$ cat src/rtl/register_file_if.sv
// Bundles the writeback write port, decode read ports and load scoreboard signals.
interface register_file_if #(
  parameter int DATA_W = 32,
  parameter int ADDR_W = 5
);
  logic              Regwrite;
  logic [ADDR_W-1:0] write_reg_address;
  logic [DATA_W-1:0] write_reg_data;
  logic [ADDR_W-1:0] rs1_addr;
  logic [ADDR_W-1:0] rs2_addr;
  logic [DATA_W-1:0] rs1_data;
  logic [DATA_W-1:0] rs2_data;
  logic              mark_busy;
  logic [ADDR_W-1:0] mark_addr;
  logic              rs1_busy;
  logic              rs2_busy;

  // Pipeline side: drives writes, read indices and busy marks; consumes data and busy.
  modport master (
    output Regwrite, write_reg_address, write_reg_data,
    output rs1_addr, rs2_addr, mark_busy, mark_addr,
    input  rs1_data, rs2_data, rs1_busy, rs2_busy
  );

  // Register file side.
  modport slave (
    input  Regwrite, write_reg_address, write_reg_data,
    input  rs1_addr, rs2_addr, mark_busy, mark_addr,
    output rs1_data, rs2_data, rs1_busy, rs2_busy
  );
endinterface

$ cat src/rtl/register_file.sv
// Architectural integer register file: 32 x 32-bit, x0 hardwired to zero,
// two combinational read ports with same-cycle writeback bypass, and a
// per-register load-busy scoreboard used by decode to stall.
module register_file #(
  parameter int DATA_W = 32,
  parameter int NREG   = 32,
  parameter int ADDR_W = 5
) (
  input logic            clk,
  input logic            rst,
  register_file_if.slave rf
);

  logic              wr_en_s;
  logic [DATA_W-1:0] regs_q [NREG];
  logic [DATA_W-1:0] regs_d [NREG];
  logic [NREG-1:0]   busy_q;
  logic [NREG-1:0]   busy_d;
  logic [DATA_W-1:0] rs1_data_s;
  logic [DATA_W-1:0] rs2_data_s;
  logic              rs1_busy_s;
  logic              rs2_busy_s;

  // Write enable is active-low and never targets x0.
  always_comb begin
    wr_en_s = (rf.Regwrite == 1'b0) && (rf.write_reg_address != {ADDR_W{1'b0}});
  end

  // Next state: store the write, clear busy on write, then set busy on a new
  // load so that a same-index set overrides the clear (newer load owns it).
  always_comb begin
    regs_d = regs_q;
    busy_d = busy_q;
    if (wr_en_s) begin
      regs_d[rf.write_reg_address] = rf.write_reg_data;
      busy_d[rf.write_reg_address] = 1'b0;
    end else begin
      busy_d = busy_q;
    end
    if (rf.mark_busy && (rf.mark_addr != {ADDR_W{1'b0}})) begin
      busy_d[rf.mark_addr] = 1'b1;
    end else begin
      busy_d[0] = 1'b0;
    end
    regs_d[0] = {DATA_W{1'b0}};
    busy_d[0] = 1'b0;
  end

  // State registers with asynchronous active-low clear.
  always_ff @(posedge clk or negedge rst) begin
    if (!rst) begin
      for (int i = 0; i < NREG; i++) begin
        regs_q[i] <= {DATA_W{1'b0}};
      end
      busy_q <= {NREG{1'b0}};
    end else begin
      regs_q <= regs_d;
      busy_q <= busy_d;
    end
  end

  // Read port 1: zero for x0 or during reset, bypass on a matching write.
  always_comb begin
    if (!rst) begin
      rs1_data_s = {DATA_W{1'b0}};
      rs1_busy_s = 1'b0;
    end else if (rf.rs1_addr == {ADDR_W{1'b0}}) begin
      rs1_data_s = {DATA_W{1'b0}};
      rs1_busy_s = 1'b0;
    end else if (wr_en_s && (rf.write_reg_address == rf.rs1_addr)) begin
      rs1_data_s = rf.write_reg_data;
      rs1_busy_s = 1'b0;
    end else begin
      rs1_data_s = regs_q[rf.rs1_addr];
      rs1_busy_s = busy_q[rf.rs1_addr];
    end
  end

  // Read port 2: same rules as port 1.
  always_comb begin
    if (!rst) begin
      rs2_data_s = {DATA_W{1'b0}};
      rs2_busy_s = 1'b0;
    end else if (rf.rs2_addr == {ADDR_W{1'b0}}) begin
      rs2_data_s = {DATA_W{1'b0}};
      rs2_busy_s = 1'b0;
    end else if (wr_en_s && (rf.write_reg_address == rf.rs2_addr)) begin
      rs2_data_s = rf.write_reg_data;
      rs2_busy_s = 1'b0;
    end else begin
      rs2_data_s = regs_q[rf.rs2_addr];
      rs2_busy_s = busy_q[rf.rs2_addr];
    end
  end

  assign rf.rs1_data = rs1_data_s;
  assign rf.rs2_data = rs2_data_s;
  assign rf.rs1_busy = rs1_busy_s;
  assign rf.rs2_busy = rs2_busy_s;

endmodule

$ cat src/flat_wrapper.sv
// flat-port wrapper written by rule: the top's interface ports become plain ports
module register_file_flat 
#(
  parameter int DATA_W = 32,
  parameter int NREG   = 32,
  parameter int ADDR_W = 5
)
  (clk, rst, rf_Regwrite, rf_write_reg_address, rf_write_reg_data, rf_rs1_addr, rf_rs2_addr, rf_mark_busy, rf_mark_addr, rf_rs1_data, rf_rs2_data, rf_rs1_busy, rf_rs2_busy);
  register_file_if #(.DATA_W(DATA_W), .ADDR_W(ADDR_W)) rf_i ();
  input logic clk;
  input logic rst;
  input wire logic [$bits(rf_i.Regwrite)-1:0] rf_Regwrite;
  input wire logic [$bits(rf_i.write_reg_address)-1:0] rf_write_reg_address;
  input wire logic [$bits(rf_i.write_reg_data)-1:0] rf_write_reg_data;
  input wire logic [$bits(rf_i.rs1_addr)-1:0] rf_rs1_addr;
  input wire logic [$bits(rf_i.rs2_addr)-1:0] rf_rs2_addr;
  input wire logic [$bits(rf_i.mark_busy)-1:0] rf_mark_busy;
  input wire logic [$bits(rf_i.mark_addr)-1:0] rf_mark_addr;
  output wire logic [$bits(rf_i.rs1_data)-1:0] rf_rs1_data;
  output wire logic [$bits(rf_i.rs2_data)-1:0] rf_rs2_data;
  output wire logic [$bits(rf_i.rs1_busy)-1:0] rf_rs1_busy;
  output wire logic [$bits(rf_i.rs2_busy)-1:0] rf_rs2_busy;
  assign rf_i.Regwrite = rf_Regwrite;
  assign rf_i.write_reg_address = rf_write_reg_address;
  assign rf_i.write_reg_data = rf_write_reg_data;
  assign rf_i.rs1_addr = rf_rs1_addr;
  assign rf_i.rs2_addr = rf_rs2_addr;
  assign rf_i.mark_busy = rf_mark_busy;
  assign rf_i.mark_addr = rf_mark_addr;
  assign rf_rs1_data = rf_i.rs1_data;
  assign rf_rs2_data = rf_i.rs2_data;
  assign rf_rs1_busy = rf_i.rs1_busy;
  assign rf_rs2_busy = rf_i.rs2_busy;
  register_file #(.DATA_W(DATA_W), .NREG(NREG), .ADDR_W(ADDR_W)) u_core (.clk(clk), .rst(rst), .rf(rf_i));
endmodule
$ cat config.mk
export PLATFORM = sky130hd
export DESIGN_NAME = register_file_flat
export DESIGN_NICKNAME = d
export VERILOG_FILES = /design/src/rtl/register_file_if.sv /design/src/rtl/register_file.sv /design/src/flat_wrapper.sv
export SDC_FILE = /design/constraint.sdc
export NUM_CORES = 2
export LEC_CHECK = 0
export CORE_MARGIN = 5
export CORE_UTILIZATION = 45
export DETAILED_ROUTE_END_ITERATION = 16
export SLEW_MARGIN = 5
export SYNTH_ARGS = -nofsm -noshare
export SYNTH_HDL_FRONTEND = slang
export SYNTH_SLANG_ARGS = --single-unit
$ cat constraint.sdc
create_clock -name clk -period 6.58 [get_ports clk]
set_clock_uncertainty 0.05 [all_clocks]
set_input_delay 0.987 -clock clk [delete_from_list [all_inputs] [get_ports clk]]
set_output_delay 0.987 -clock clk [all_outputs]
set_load 0.01 [all_outputs]
==> flow_summary.yaml <==
timing:
  max_slew_margin_pct: 0.907
  timing_worst_slew_pin_value_ns: 1.48
  finalSetupViolations: 0
  final-max-slew-violation-count: 0
  finalSetupTns_ns: 0
  final_hold_viol_count: 0
  layout_worst_path_cycle_share_pct: 96.1
  maxClockFrequency_ghz: 0.158
  rsz0062_at_grt: "false"
  min_period_ns: 6.32
power:
  vdd.ir_drop.worst_v: 0.000221
  power_frac_clock_pct: 34.9
  power.combinational.fraction_pct: 21.2
  powerDensity_nw_per_um2: 309
  sequentialPowerShare_pct: 43.9
  netSwitchingPower_w: 0.00532
  cellLeakagePower_nw: 26.5
  power_switching_share_pct: 27.7
  intPower_w: 0.0139
clock_tree:
  worst_skew_pair.late_latency_ns: 0.73
  htree_levels: 3
  post-cts-setup-buffer-count: 0
  postCtsResizedCells: 0
  clkSinkCount: 1023
  cts-root-to-sink-buffers: 3
  cts-buffers-inserted: 113
  cts-root-buf: "clkbuf_16"
  clkSlewWorstSetupHoldPaths_ns: 0.06
  cts_tree: "done"
  cts_hold_buffers: 0
status:
  violations: "max-capacitance violations"
  status: "finished, violations left"
setup_path:
  worst_ep_required_time_ns: 5.54
  worstReg2RegEnd: "u_core.regs_q[197]"
  worstRegToRegCells: 1
  startpoint_type: "input port"
  regToRegSetupSlack_ns: 5.73
  cp-end-kind: "output port"
  worstPathMaxFanout: 23
  crit-reg2reg-launch: "u_core.regs_q[197]"
  crit_type: "in -> out"
  worstPathArrival_ns: 5.28
logic_synthesis:
  asyncSetResetFlopFracSynth_pct: 100
  synth_area_sq_um: 55600
  synth_seq_cells: 1023
  netlist.top_cell.by_area: "dfrtp_1"
  synth.area.top_cells: "dfrtp_1 (46%), mux2_2 (22%), mux4_2 (19%)"
  ys.flop_type: "dfrtp_1"
  synthesis.area_per_instance_sq_um: 14.6
  synth-edff-count: 0
  ys_seq_area_share_pct: 46.1
  yosysWarningCount: 0
  synth_top_area_share_pct: 46.1
  syn_inst: 3803
  yosysUniqueCellTypes: 64
  synth_net_count: 3859
global_routing:
  grt_overflow: 0
  antenna_found_initial: 9
  global_route_wire_length_before_repair_mm: 282
  grt_use_total_pct: 29.6
  grt_pass1_vias: 37500
  grt_max_degree: 165
final_layout:
  fin_util_pct: 50.6
  filler_cell_count: 10500
  layout-drive-gt1-share_pct: 50.4
  layout.nets: 3822
  area_delta_synth_final_pct: 12.2
routing:
  vias: 37500
  initialDrtViolationCount: 4036
  finalWirelength_mm: 195
  drt_drc_violations_left: 0
  vias_per_cell: 6.81
  wire_per_inst_um: 35.4
  antenna_violating_nets_post_route: 0
  drt_first_pass_iters: 5
die:
  pin_count: 122
  fp.dieW_um: 361
  floorplan.core_area_sq_um: 123000
  die_area_sq_um: 131000
  rows: 129
  start_util_pct: 45.1
  die_y_um: 361
placement:
  place.gp.congestion: 0.889
  dpl.hpwl_mm: 114
  io_buffers: 121
min_path:
  holdCritPathClass: "in -> async"
flow_run:
  maxCapViolations: 1
-- final cells by class --
class | instances | area [sq um] | area share, %
Antenna cell | 4 | 10.0 | 0.0161
Clock buffer | 173 | 3500 | 5.61
Clock inverter | 37 | 423 | 0.679
Inverter | 15 | 57.6 | 0.0923
Multi-Input combinational cell | 2356 | 28200 | 45.3
Sequential cell | 1023 | 25600 | 41.1
Tap cell | 1637 | 2050 | 3.29
Timing Repair Buffer | 257 | 2460 | 3.95
-- power groups by stage --
stage / logic [W] / registers (W) / clock network, W
after floorplan: 0.00298 / 0.00819 / 0
after global placement: 0.00402 / 0.00845 / 0
after detailed placement: 0.00407 / 0.00850 / 0
after CTS: 0.00409 / 0.00839 / 0.00681
after global routing: 0.00435 / 0.00858 / 0.00705
final: 0.00409 / 0.00844 / 0.00670
-- cell families (layout without fill, tap and decap cells) --
kind of cell	Yosys count	in the layout	synth area share, %
AOI/OAI and AO/OA	418	418	5.65
xor gates and xnor gates	10	10	0.158
buffers and inverters	424	482	3.52
DFF	1023	1023	46.1
muxes	1608	1608	41.8
other	0	4	0
and+or+nand+nor	320	320	2.81
-- per-stage QoR --
stage	power [W]	setup WS (ns)	instances	hold slack (ns)	cell area [sq um]
2_1_floorplan	0.0112	2.81	3803	0.411	55600
3_3_place_gp	0.0125	0.466	5288	0.432	58400
3_5_place_dp	0.0126	0.474	5288	0.441	58400
4_1_cts	0.0193	0.482	5498	0.0269	62300
5_1_grt	0.0200	0.151	5498	0.0437	62300
6_report	0.0192	0.259	5502	0.0664	62300
-- worst max-delay path, stage by stage --
cell and delay [ns]:
clkdlybuf4s50_1 0.75, xor2_1 0.31, nor3_1 0.55, nand3_2 0.59, nor2_2 0.98, a221o_1 0.49
clkdlybuf4s50_1 0.61
-- cell usage after synthesis, types with 21 or more instances --
cell,number
a211oi_1,37
a21oi_1,22
a221o_1,31
a221oi_1,71
a22o_1,28
a22oi_1,21
a31oi_1,24
buf_1,90
buf_2,119
buf_4,31
clkbuf_1,155
dfrtp_1,1023
mux2_2,1086
mux2i_1,59
mux4_2,461
nand2_1,113
nor2_1,56
nor2b_1,44
nor3_1,25
o21a_1,23
o21ai_0,59
o22ai_1,48
-- worst max-delay path by stage --
stage	cells past startpoint	end	from
global route	7	rf_rs1_data[2]	rf_write_reg_address[0]
detailed placement	7	rf_rs1_data[2]	rf_write_reg_address[0]
finish	7	rf_rs1_data[2]	rf_write_reg_address[0]
CTS	7	rf_rs1_data[2]	rf_write_reg_address[0]
global placement	7	rf_rs1_data[2]	rf_write_reg_address[0]
floorplan	7	rf_rs1_data[29]	rf_rs1_addr[0]
-- layout by cell type (no fill, tap or decap), types with 21 or more instances in the layout --
cell / synthesis / routed
mux2_2: 1086 / 1086
a221oi_1: 71 / 71
clkbuf_8: 0 / 36
a221o_1: 31 / 31
o21a_1: 23 / 23
nor2b_1: 44 / 39
nor2_1: 56 / 54
o21ai_0: 59 / 59
mux4_2: 461 / 461
mux2i_1: 59 / 59
a22oi_1: 21 / 21
a22o_1: 28 / 28
clkdlybuf4s50_1: 0 / 110
nand2_1: 113 / 92
clkinv_2: 0 / 25
o22ai_1: 48 / 48
dfrtp_1: 1023 / 1023
clkbuf_16: 0 / 117
nor3_1: 25 / 25
a211oi_1: 37 / 37
buf_4: 31 / 120
a21oi_1: 22 / 22
a31oi_1: 24 / 23
-- sequential cells by signal (all words and copies together), names as in the netlist --
name	cells
u_core.regs_q	992
u_core.busy_q	31
-- layer usage --
| layer | track usage (%) | share of wire [%] | vias to the layer above |
|---|---|---|---|
| met1 | 42.2 | 42 | 20400 |
| met4 | 10.1 | 4.1 | 8 |
| met2 | 44.0 | 44 | 1905 |
| li1 | - | - | 14700 |
| met5 | 0 | 0.028 | - |
| met3 | 8.10 | 9.6 | 419 |
Power figures use the tool's default switching activity.
